--- config.mk ---
export PLATFORM = sky130hd
export DESIGN_NAME = instruction_issue
export DESIGN_NICKNAME = d
export VERILOG_FILES = /design/src/rtl/instruction_issue.sv
export SDC_FILE = /design/constraint.sdc
export NUM_CORES = 1
export LEC_CHECK = 0
export ABC_CLOCK_PERIOD_IN_PS = 1850
export CAP_MARGIN = 0
export CORE_MARGIN = 3
export CORE_UTILIZATION = 30
export DETAILED_ROUTE_END_ITERATION = 10
export HOLD_SLACK_MARGIN = 0.05
export SLEW_MARGIN = 15
export SYNTH_ARGS = -nofsm -noshare
export SYNTH_HDL_FRONTEND = slang
export SYNTH_SLANG_ARGS = --single-unit
--- constraint.sdc ---
create_clock -name clk -period 1.85 [get_ports clk]
set_input_delay 0.2775 -clock clk [delete_from_list [all_inputs] [get_ports clk]]
set_output_delay 0.2775 -clock clk [all_outputs]
set_load 0.02 [all_outputs]
--- src/rtl/instruction_issue.sv ---
// Instruction issue stage: buffers 16-bit instructions in a small FIFO and hands them one at a
// time to the datapath control FSM via the s/w handshake, holding each in the IR until done.
module instruction_issue #(
    parameter int unsigned DEPTH = 4,
    parameter int unsigned AW    = 2
) (
    input  logic          clk,
    input  logic          reset_n,
    input  logic          in_valid,
    input  logic [15:0]   in_instr,
    output logic          in_ready,
    input  logic          w,
    input  logic [2:0]    nsel,
    output logic          s,
    output logic [2:0]    opcode,
    output logic [1:0]    op,
    output logic [1:0]    ALUop,
    output logic [1:0]    shift,
    output logic [15:0]   sximm5,
    output logic [15:0]   sximm8,
    output logic [2:0]    readnum,
    output logic [2:0]    writenum,
    output logic [AW:0]   count,
    output logic          illegal
);

    localparam logic [AW:0]   Full   = (AW+1)'(DEPTH);
    localparam logic [AW-1:0] PtrOne = AW'(1);

    typedef enum logic [1:0] {StIdle, StIssue, StExec} state_e;

    state_e        state_q, state_d;
    logic [15:0]   mem_q [DEPTH];
    logic [AW-1:0] wr_ptr_q, rd_ptr_q;
    logic [AW:0]   count_q, count_d;
    logic [15:0]   ir_q;
    logic          illegal_q;

    logic          push, pop;
    logic [15:0]   head;
    logic          head_legal;
    logic          load_ir;
    logic          drop_head;

    assign in_ready = (count_q != Full);
    // Full refuses pushes even when a pop happens in the same cycle.
    assign push     = in_valid && in_ready;
    assign head     = mem_q[rd_ptr_q];

    always_comb begin
        head_legal = 1'b0;
        unique case (head[15:11])
            5'b110_10, 5'b110_00,
            5'b101_00, 5'b101_01, 5'b101_10, 5'b101_11: head_legal = 1'b1;
            default:                                   head_legal = 1'b0;
        endcase
    end

    assign load_ir   = pop && head_legal;
    assign drop_head = pop && !head_legal;

    // FIFO storage; contents need no reset since pointers and count gate visibility.
    always_ff @(posedge clk) begin
        if (push) begin
            mem_q[wr_ptr_q] <= in_instr;
        end
    end

    always_comb begin
        count_d = count_q;
        unique case ({push, pop})
            2'b10:   count_d = count_q + 1'b1;
            2'b01:   count_d = count_q - 1'b1;
            default: count_d = count_q;
        endcase
    end

    always_ff @(posedge clk or negedge reset_n) begin
        if (!reset_n) begin
            wr_ptr_q <= '0;
            rd_ptr_q <= '0;
            count_q  <= '0;
        end else begin
            if (push) begin
                wr_ptr_q <= wr_ptr_q + PtrOne;
            end
            if (pop) begin
                rd_ptr_q <= rd_ptr_q + PtrOne;
            end
            count_q <= count_d;
        end
    end

    // Issue FSM: state register.
    always_ff @(posedge clk or negedge reset_n) begin
        if (!reset_n) begin
            state_q <= StIdle;
        end else begin
            state_q <= state_d;
        end
    end

    // Issue FSM: next state.
    always_comb begin
        state_d = state_q;
        unique case (state_q)
            StIdle: begin
                if (load_ir) begin
                    state_d = StIssue;
                end
            end
            StIssue: begin
                state_d = StExec;
            end
            StExec: begin
                if (w) begin
                    state_d = load_ir ? StIssue : StIdle;
                end
            end
            default: begin
                state_d = StIdle;
            end
        endcase
    end

    // Issue FSM: outputs.
    always_comb begin
        s   = 1'b0;
        pop = 1'b0;
        unique case (state_q)
            StIdle:  pop = w && (count_q != '0);
            StIssue: s   = 1'b1;
            StExec:  pop = w && (count_q != '0);
            default: begin
                s   = 1'b0;
                pop = 1'b0;
            end
        endcase
    end

    always_ff @(posedge clk or negedge reset_n) begin
        if (!reset_n) begin
            ir_q      <= 16'h0000;
            illegal_q <= 1'b0;
        end else begin
            if (load_ir) begin
                ir_q <= head;
            end
            if (drop_head) begin
                illegal_q <= 1'b1;
            end
        end
    end

    assign illegal = illegal_q;
    assign count   = count_q;

    // Decoded fields depend only on the IR, so they hold steady for the whole execution.
    assign opcode = ir_q[15:13];
    assign op     = ir_q[12:11];
    assign ALUop  = ir_q[12:11];
    assign shift  = ir_q[4:3];
    assign sximm5 = {{11{ir_q[4]}}, ir_q[4:0]};
    assign sximm8 = {{8{ir_q[7]}}, ir_q[7:0]};

    always_comb begin
        readnum = 3'b000;
        unique case (nsel)
            3'b100:  readnum = ir_q[10:8];
            3'b010:  readnum = ir_q[7:5];
            3'b001:  readnum = ir_q[2:0];
            default: readnum = 3'b000;
        endcase
    end

    assign writenum = readnum;

endmodule
# Word level (Yosys, flattened, before mapping)
# Memory sizes are Yosys's and may differ from the RTL's.
# Cells that the tools add are included.
# word_totals
reg_bits	26
latchBits	0
ramBits	64
rom_bits	0
in_bits	23
output_inout_bits	53
wordCells	49
n_memories	1
# memory_table
name	words	width	rd	rd_ports_with_merged_regs	wr	line_no	rtl
mem_q	4	16	1	0	1	33	logic [15:0] mem_q [DEPTH];
# classes
addsub	4
n_mul	0
div	0
n_lt_le_gt_ge	0
n_eq_ne	16
n_shift	0
n_mux	11
bitwise_logic	0
reduce_logical	11
# ops
cell	n
$eq 5x5->1 const B	6
$pmux 3 s3	1
$mux 1	6
$pmux 2 s3	1
$pmux 3 s2	1
$reduce_or 6->1	1
$add 2x1->2 const B	2
$eq 2x1->1 const B	2
$eq 2x2->1 const B	2
$logic_and 1x1->1	4
$mux 2	2
$ne 2x2->1 const B	2
$add 3x1->3 const B	1
$eq 3x1->1 const B	1
$eq 3x2->1 const B	1
$eq 3x3->1 const B	1
$ne 3x3->1 const B	1
$reduce_bool 3->1	1
$sub 3x1->3 const B	1
$logic_not 2->1	1
$reduce_and 2->1	1
$reduce_bool 2->1	1
$reduce_or 2->1	1
$logic_not 1->1	1

# Logic depth before layout (Yosys ltp)
# Gate-level depths: netlist of the first run.
# An unclocked memory read counts as a cell.
# depth
word_depth	8
ltp_mapped	10
mapped_depth_nobuf	10

# Least setup slack after synthesis of the first run
# OpenSTA, ideal clock, no wires.
# synth_path
path_type	reg-to-reg
from	register count_q[0] (netlist: count[0])
to	register count_q[2] (netlist: count[2])
setup_time_ns	0.080
t_arrival_ns	2.144
required_time_ns	1.770
setup_slack_ns	-0.374
path_stages_with_launch	11
period_less_slack_ns	2.224
path_cell_list	dfrtp_1 > inv_1 > nand3_1 > and2_1 > inv_1 > ha_1 > inv_1 > fa_1 > xor2_1 > nor2_1 > xor2_1
# synth_rtl
item	line_no	rtl
start, declared	35	logic [AW:0] count_q, count_d;
start signal, assigned	90	count_q <= count_d;
$ne 3x3->1 (*)	45	assign in_ready = (count_q != Full);
via in_ready	11	output logic in_ready,
$logic_and 1x1->1 (*)	47	assign push = in_valid && in_ready;
$eq 2x1->1 or $eq 2x2->1 (tied branches)	71	unique case ({push, pop})
$pmux 3 s2 or $reduce_bool 2->1 (tied branches)	n/a	
# Mark *: on every way through the listed nets, which the timed path passes. The rest lies on a longest branch.
# A chain may end at the register's enable or synchronous reset.

# Final worst setup path of the first run
# layout_path
from	register rd_ptr_q[0]
to	register ir_q[3]
# layout_between
elab_chain_len	5
# layout_lines
item	line_no	rtl
start, declared	34	logic [AW-1:0] wr_ptr_q, rd_ptr_q;
start signal, assigned	88	rd_ptr_q <= rd_ptr_q + PtrOne;
$mem_v2 4x16 (*)	n/a	
$eq 5x5->1	52	unique case (head[15:11])
$reduce_or 6->1	52	
$mux 1	52	
$logic_and 1x1->1	59	assign load_ir = pop && head_legal;
end signal, assigned	143	ir_q <= 16'h0000;
end signal, assigned	147	ir_q <= head;
end, declared	36	logic [15:0] ir_q;
# Mark *: on every way between the ends. The rest lies on a longest branch, timed or not.

==> impl_metrics.xml, run 1 <==
<?xml version="1.0" encoding="UTF-8"?>
<metrics>
  <group name="status">
    <metric name="run_status" unit="">complete, but fails checks</metric>
    <metric name="failed_checks" unit="">negative setup slack</metric>
  </group>
  <group name="grt">
    <metric name="global_route.usage.total" unit="%">11.1</metric>
    <metric name="first_pass_grt_wire_length" unit="mm">11.8</metric>
    <metric name="maximum_number_of_pins_on_one_net_before_global_route_repair" unit="">27</metric>
    <metric name="global_route.overflow_total" unit="">0</metric>
    <metric name="grt_pass1_vias" unit="">2113</metric>
    <metric name="initial_antenna_violation_count" unit="">0</metric>
  </group>
  <group name="clock_tree">
    <metric name="clk_latency" unit="ns">0.34</metric>
    <metric name="clock-root-buffer" unit="">clkbuf_16</metric>
    <metric name="clock_tree.htree_level_count" unit="">3</metric>
    <metric name="max-clock-path-buffers" unit="">2</metric>
    <metric name="tritoncts.num_buffers" unit="">9</metric>
    <metric name="clock_tree_from_tritoncts" unit="">yes</metric>
    <metric name="cts.reportedPaths.clkPinSlew" unit="ns">0.06</metric>
    <metric name="cts_num_sinks" unit="">90</metric>
  </group>
  <group name="synth">
    <metric name="post_synth_instance_area" unit="sq um">3900</metric>
    <metric name="synth_seq_cells" unit="">90</metric>
    <metric name="postSynth.asyncResetShare" unit="%">28.9</metric>
    <metric name="synth_compound_gate_area_share" unit="%">1.70</metric>
    <metric name="synth_enable_flop_cells" unit="">64</metric>
    <metric name="synthMuxAreaShare" unit="%">15.2</metric>
    <metric name="yosys_most_used_dff" unit="">edfxtp_1</metric>
    <metric name="synth_xor_area_share" unit="%">1.35</metric>
    <metric name="synth_seq_area_share" unit="%">66.0</metric>
    <metric name="dominant_combinational_cell_family_by_area_after_synthesis" unit="">multiplexers</metric>
    <metric name="mappedNetlistNets" unit="">253</metric>
    <metric name="synthAdderAreaFrac" unit="%">2.12</metric>
    <metric name="syn_area_per_cell" unit="sq um">17.4</metric>
    <metric name="syn-instance-count" unit="">224</metric>
    <metric name="post_synth_and_or_nand_nor_area_fraction" unit="%">3.47</metric>
    <metric name="ys.warnings.count" unit="">0</metric>
    <metric name="synth_cell_type_count" unit="">34</metric>
  </group>
  <group name="layout">
    <metric name="num-fill-cells" unit="">1185</metric>
    <metric name="post_route_cells_drive_above_1_share" unit="%">30.5</metric>
    <metric name="antennaDiodeCount" unit="">0</metric>
    <metric name="syn_to_final_growth" unit="%">30.7</metric>
    <metric name="net_count_final" unit="">316</metric>
    <metric name="final_cell_count_no_fill" unit="">464</metric>
    <metric name="post-route-util" unit="%">40.2</metric>
  </group>
  <group name="sta">
    <metric name="timing.final.setup_violations" unit="">14</metric>
    <metric name="rsz0062_at_grt" unit="">true</metric>
    <metric name="finalHoldViolCount" unit="">0</metric>
    <metric name="layout_setup_ws" unit="ns">-0.154</metric>
    <metric name="timing.final.max_slew_violations" unit="">0</metric>
    <metric name="worst_clock_skew" unit="ns">0.00562</metric>
    <metric name="timing_worst_slew_pin_value" unit="ns">0.362</metric>
    <metric name="maxSlewHeadroom" unit="%">75.9</metric>
    <metric name="layout_min_cycle_time" unit="ns">2.00</metric>
    <metric name="fmax" unit="GHz">0.499</metric>
    <metric name="fin_crit_sh" unit="%">108</metric>
  </group>
  <group name="critical_path">
    <metric name="timing.critical_path.from_type" unit="">flop</metric>
    <metric name="worst-endpoint-required" unit="ns">2.07</metric>
    <metric name="arrival" unit="ns">2.22</metric>
    <metric name="criticalPathCategory" unit="">flop to flop</metric>
    <metric name="critical_path_peak_fanout" unit="">12</metric>
    <metric name="timing.critical_path.to_type" unit="">flop</metric>
  </group>
  <group name="pwr">
    <metric name="power_leakage" unit="nW">1.99</metric>
    <metric name="vdd_ir_drop_max" unit="uV">695</metric>
    <metric name="power_density" unit="nW/um^2">1720</metric>
  </group>
  <group name="floorplanning">
    <metric name="ioPinCount" unit="">76</metric>
    <metric name="design.core.area" unit="sq um">12700</metric>
    <metric name="floorplan.die.height" unit="microns">120</metric>
    <metric name="effective_utilization_at_floorplan" unit="%">30.8</metric>
    <metric name="std_cell_rows" unit="">41</metric>
    <metric name="dieArea" unit="sq um">14400</metric>
    <metric name="chipWidth" unit="microns">120</metric>
  </group>
  <group name="routing">
    <metric name="final_antenna_violating_net_count" unit="">0</metric>
    <metric name="routed-via-count" unit="">1985</metric>
    <metric name="routed_wire_length" unit="mm">7.58</metric>
    <metric name="route.detailed.wl_per_inst" unit="microns">16.3</metric>
    <metric name="detailedRoute.firstIterationViolations" unit="">56</metric>
    <metric name="drc_errors" unit="">0</metric>
    <metric name="drt_pass1_iterations" unit="">4</metric>
    <metric name="route.detailed.vias_per_inst" unit="">4.28</metric>
  </group>
  <group name="hold_path">
    <metric name="holdCritPathClass" unit="">input port to async pin</metric>
  </group>
  <group name="place">
    <metric name="post-dp-hpwl" unit="mm">5.11</metric>
    <metric name="buffer_ports.inserted" unit="">75</metric>
    <metric name="gp_congestion" unit="">0.719</metric>
    <metric name="place_inst" unit="">445</metric>
    <metric name="dp_worst_setup_slack" unit="ns">-0.560</metric>
  </group>
  <group name="job">
    <metric name="timing.max_cap.violations" unit="">0</metric>
  </group>
</metrics>
-- flip-flops by register name (all words and copies together) (netlist names) --
name,flops
mem_q,64
ir_q,16
count,3
rd_ptr_q,2
state_q,2
wr_ptr_q,2
illegal,1
-- critical path, cell delays in order, from the launching register on --
cell	delay, ns
dfrtp_2	0.45
mux4_2	0.54
nor3b_2	0.24
o21ai_2	0.08
inv_2	0.09
buf_12	0.15
mux2_2	0.33
-- what timing repair did --
| action | CTS | global route |
|---|---|---|
| hold endpoints to repair | 0 | 0 |
| hold buffers | 0 | 0 |
| pin swaps | 1 | 1 |
| gates resized for setup | 25 | 25 |
| buffers inserted | 3 | 0 |
| endpoints found under the setup margin | 39 | 33 |
-- kinds of logic after synthesis --
family | Yosys count
xor gates and xnor gates | 6
and+or+nand+nor | 22
AOI/OAI and AO/OA | 10
adders and majority gates | 6
buffers and inverters | 57
muxes | 33
DFF | 90
-- report_power, final --
part           switching (mW)  internal (mW)
Sequential              0.382           2.77
Combinational            1.80           2.07
Clock                   0.697           1.04
Total                    2.88           5.88
-- metal layers --
metal  vias up  wire (microns)  global-route usage, %
li1        912               -                      -
met1       992            3140                   13.0
met2        69            3850                   18.7
met3        12             501                   4.62
met4         0              83                   3.15
met5         -               0                      0
-- synthesized netlist by cell type (3+ instances only) --
cell / instances / area share, %
xnor2_1: 3 / 0.67
nor2b_1: 3 / 0.48
o21ai_0: 4 / 0.51
buf_4: 44 / 8.5
mux2_2: 7 / 2.0
and3_1: 4 / 0.64
a22oi_1: 3 / 0.58
xor2_1: 3 / 0.67
edfxtp_1: 64 / 49
inv_1: 7 / 0.67
nand2_1: 4 / 0.38
mux4_1: 4 / 2.7
mux4_2: 12 / 6.9
dfrtp_1: 26 / 17
ha_1: 5 / 1.6
mux2_4: 8 / 3.1
-- through the flow --
step	power, mW	hold WS, ns	cell area (sq um)	TNS (ns)
floorplan	5.88	-0.0181	3930	-1.30
global placement	7.02	0.448	4760	-6.65
detailed placement	7.10	0.450	4760	-7.48
CTS	8.92	0.331	5090	-2.33
global route	9.25	0.346	5100	-3.47
finish	8.75	0.318	5100	-1.79
-- layout by cell type (no fill, tap or decap), types with 2 or more instances in the layout --
master and n:
inv_2 2, buf_12 5, dlygate4sd2_1 3, mux4_1 4, clkbuf_1 3, dfrtp_1 21
nor2b_4 2, buf_2 2, mux2i_1 2, mux4_2 12, a21o_1 2, clkinv_1 2
ha_1 5, nor3b_2 2, xor2_1 3, dfrtp_2 5, and3_1 4, buf_4 21
clkbuf_2 4, edfxtp_1 64, dlymetal6s2s_1 9, o21ai_0 4, a22oi_1 3, clkdlybuf4s50_1 57
xnor2_1 3, inv_1 5, nor2_1 2, mux2_2 6, mux2_4 9, nand2_1 4
clkbuf_16 9
-- layout make-up --
class	instances	area, sq um	share of cell area (%)
Clock inverter	4	42.5	0.835
Tap cell	172	215	4.22
Timing Repair Buffer	101	997	19.6
Inverter	8	32.5	0.638
Multi-Input combinational cell	77	995	19.5
Clock buffer	12	236	4.64
Sequential cell	90	2580	50.6
-- path summary, 6_finish.rpt --
path,slack (ns),end,depth (start not counted),startpoint
hold / removal,0.32,ir_q[11]$_DFFE_PN0P_,2,reset_n
max in group asynchronous,1.24,rd_ptr_q[0]$_DFFE_PN0P_,2,reset_n
setup reg to reg,-0.15,ir_q[3]$_DFFE_PN0P_,6,rd_ptr_q[0]$_DFFE_PN0P_
hold reg to reg,0.46,ir_q[15]$_DFFE_PN0P_,1,ir_q[15]$_DFFE_PN0P_
setup / recovery,-0.15,ir_q[3]$_DFFE_PN0P_,6,rd_ptr_q[0]$_DFFE_PN0P_
min in group clk,0.46,ir_q[15]$_DFFE_PN0P_,1,ir_q[15]$_DFFE_PN0P_
(Power assumes the default switching activity.)
==> inputs of run 2 (changes only) <==
--- a/config.mk
+++ b/config.mk
@@ -6,7 +6,6 @@
 export NUM_CORES = 1
 export LEC_CHECK = 0
 export ABC_CLOCK_PERIOD_IN_PS = 1850
-export CAP_MARGIN = 0
 export CORE_MARGIN = 3
 export CORE_UTILIZATION = 30
 export DETAILED_ROUTE_END_ITERATION = 10
==> results of run 2 <==
The final DEF is identical to that of run 1; final timing and power are the same.
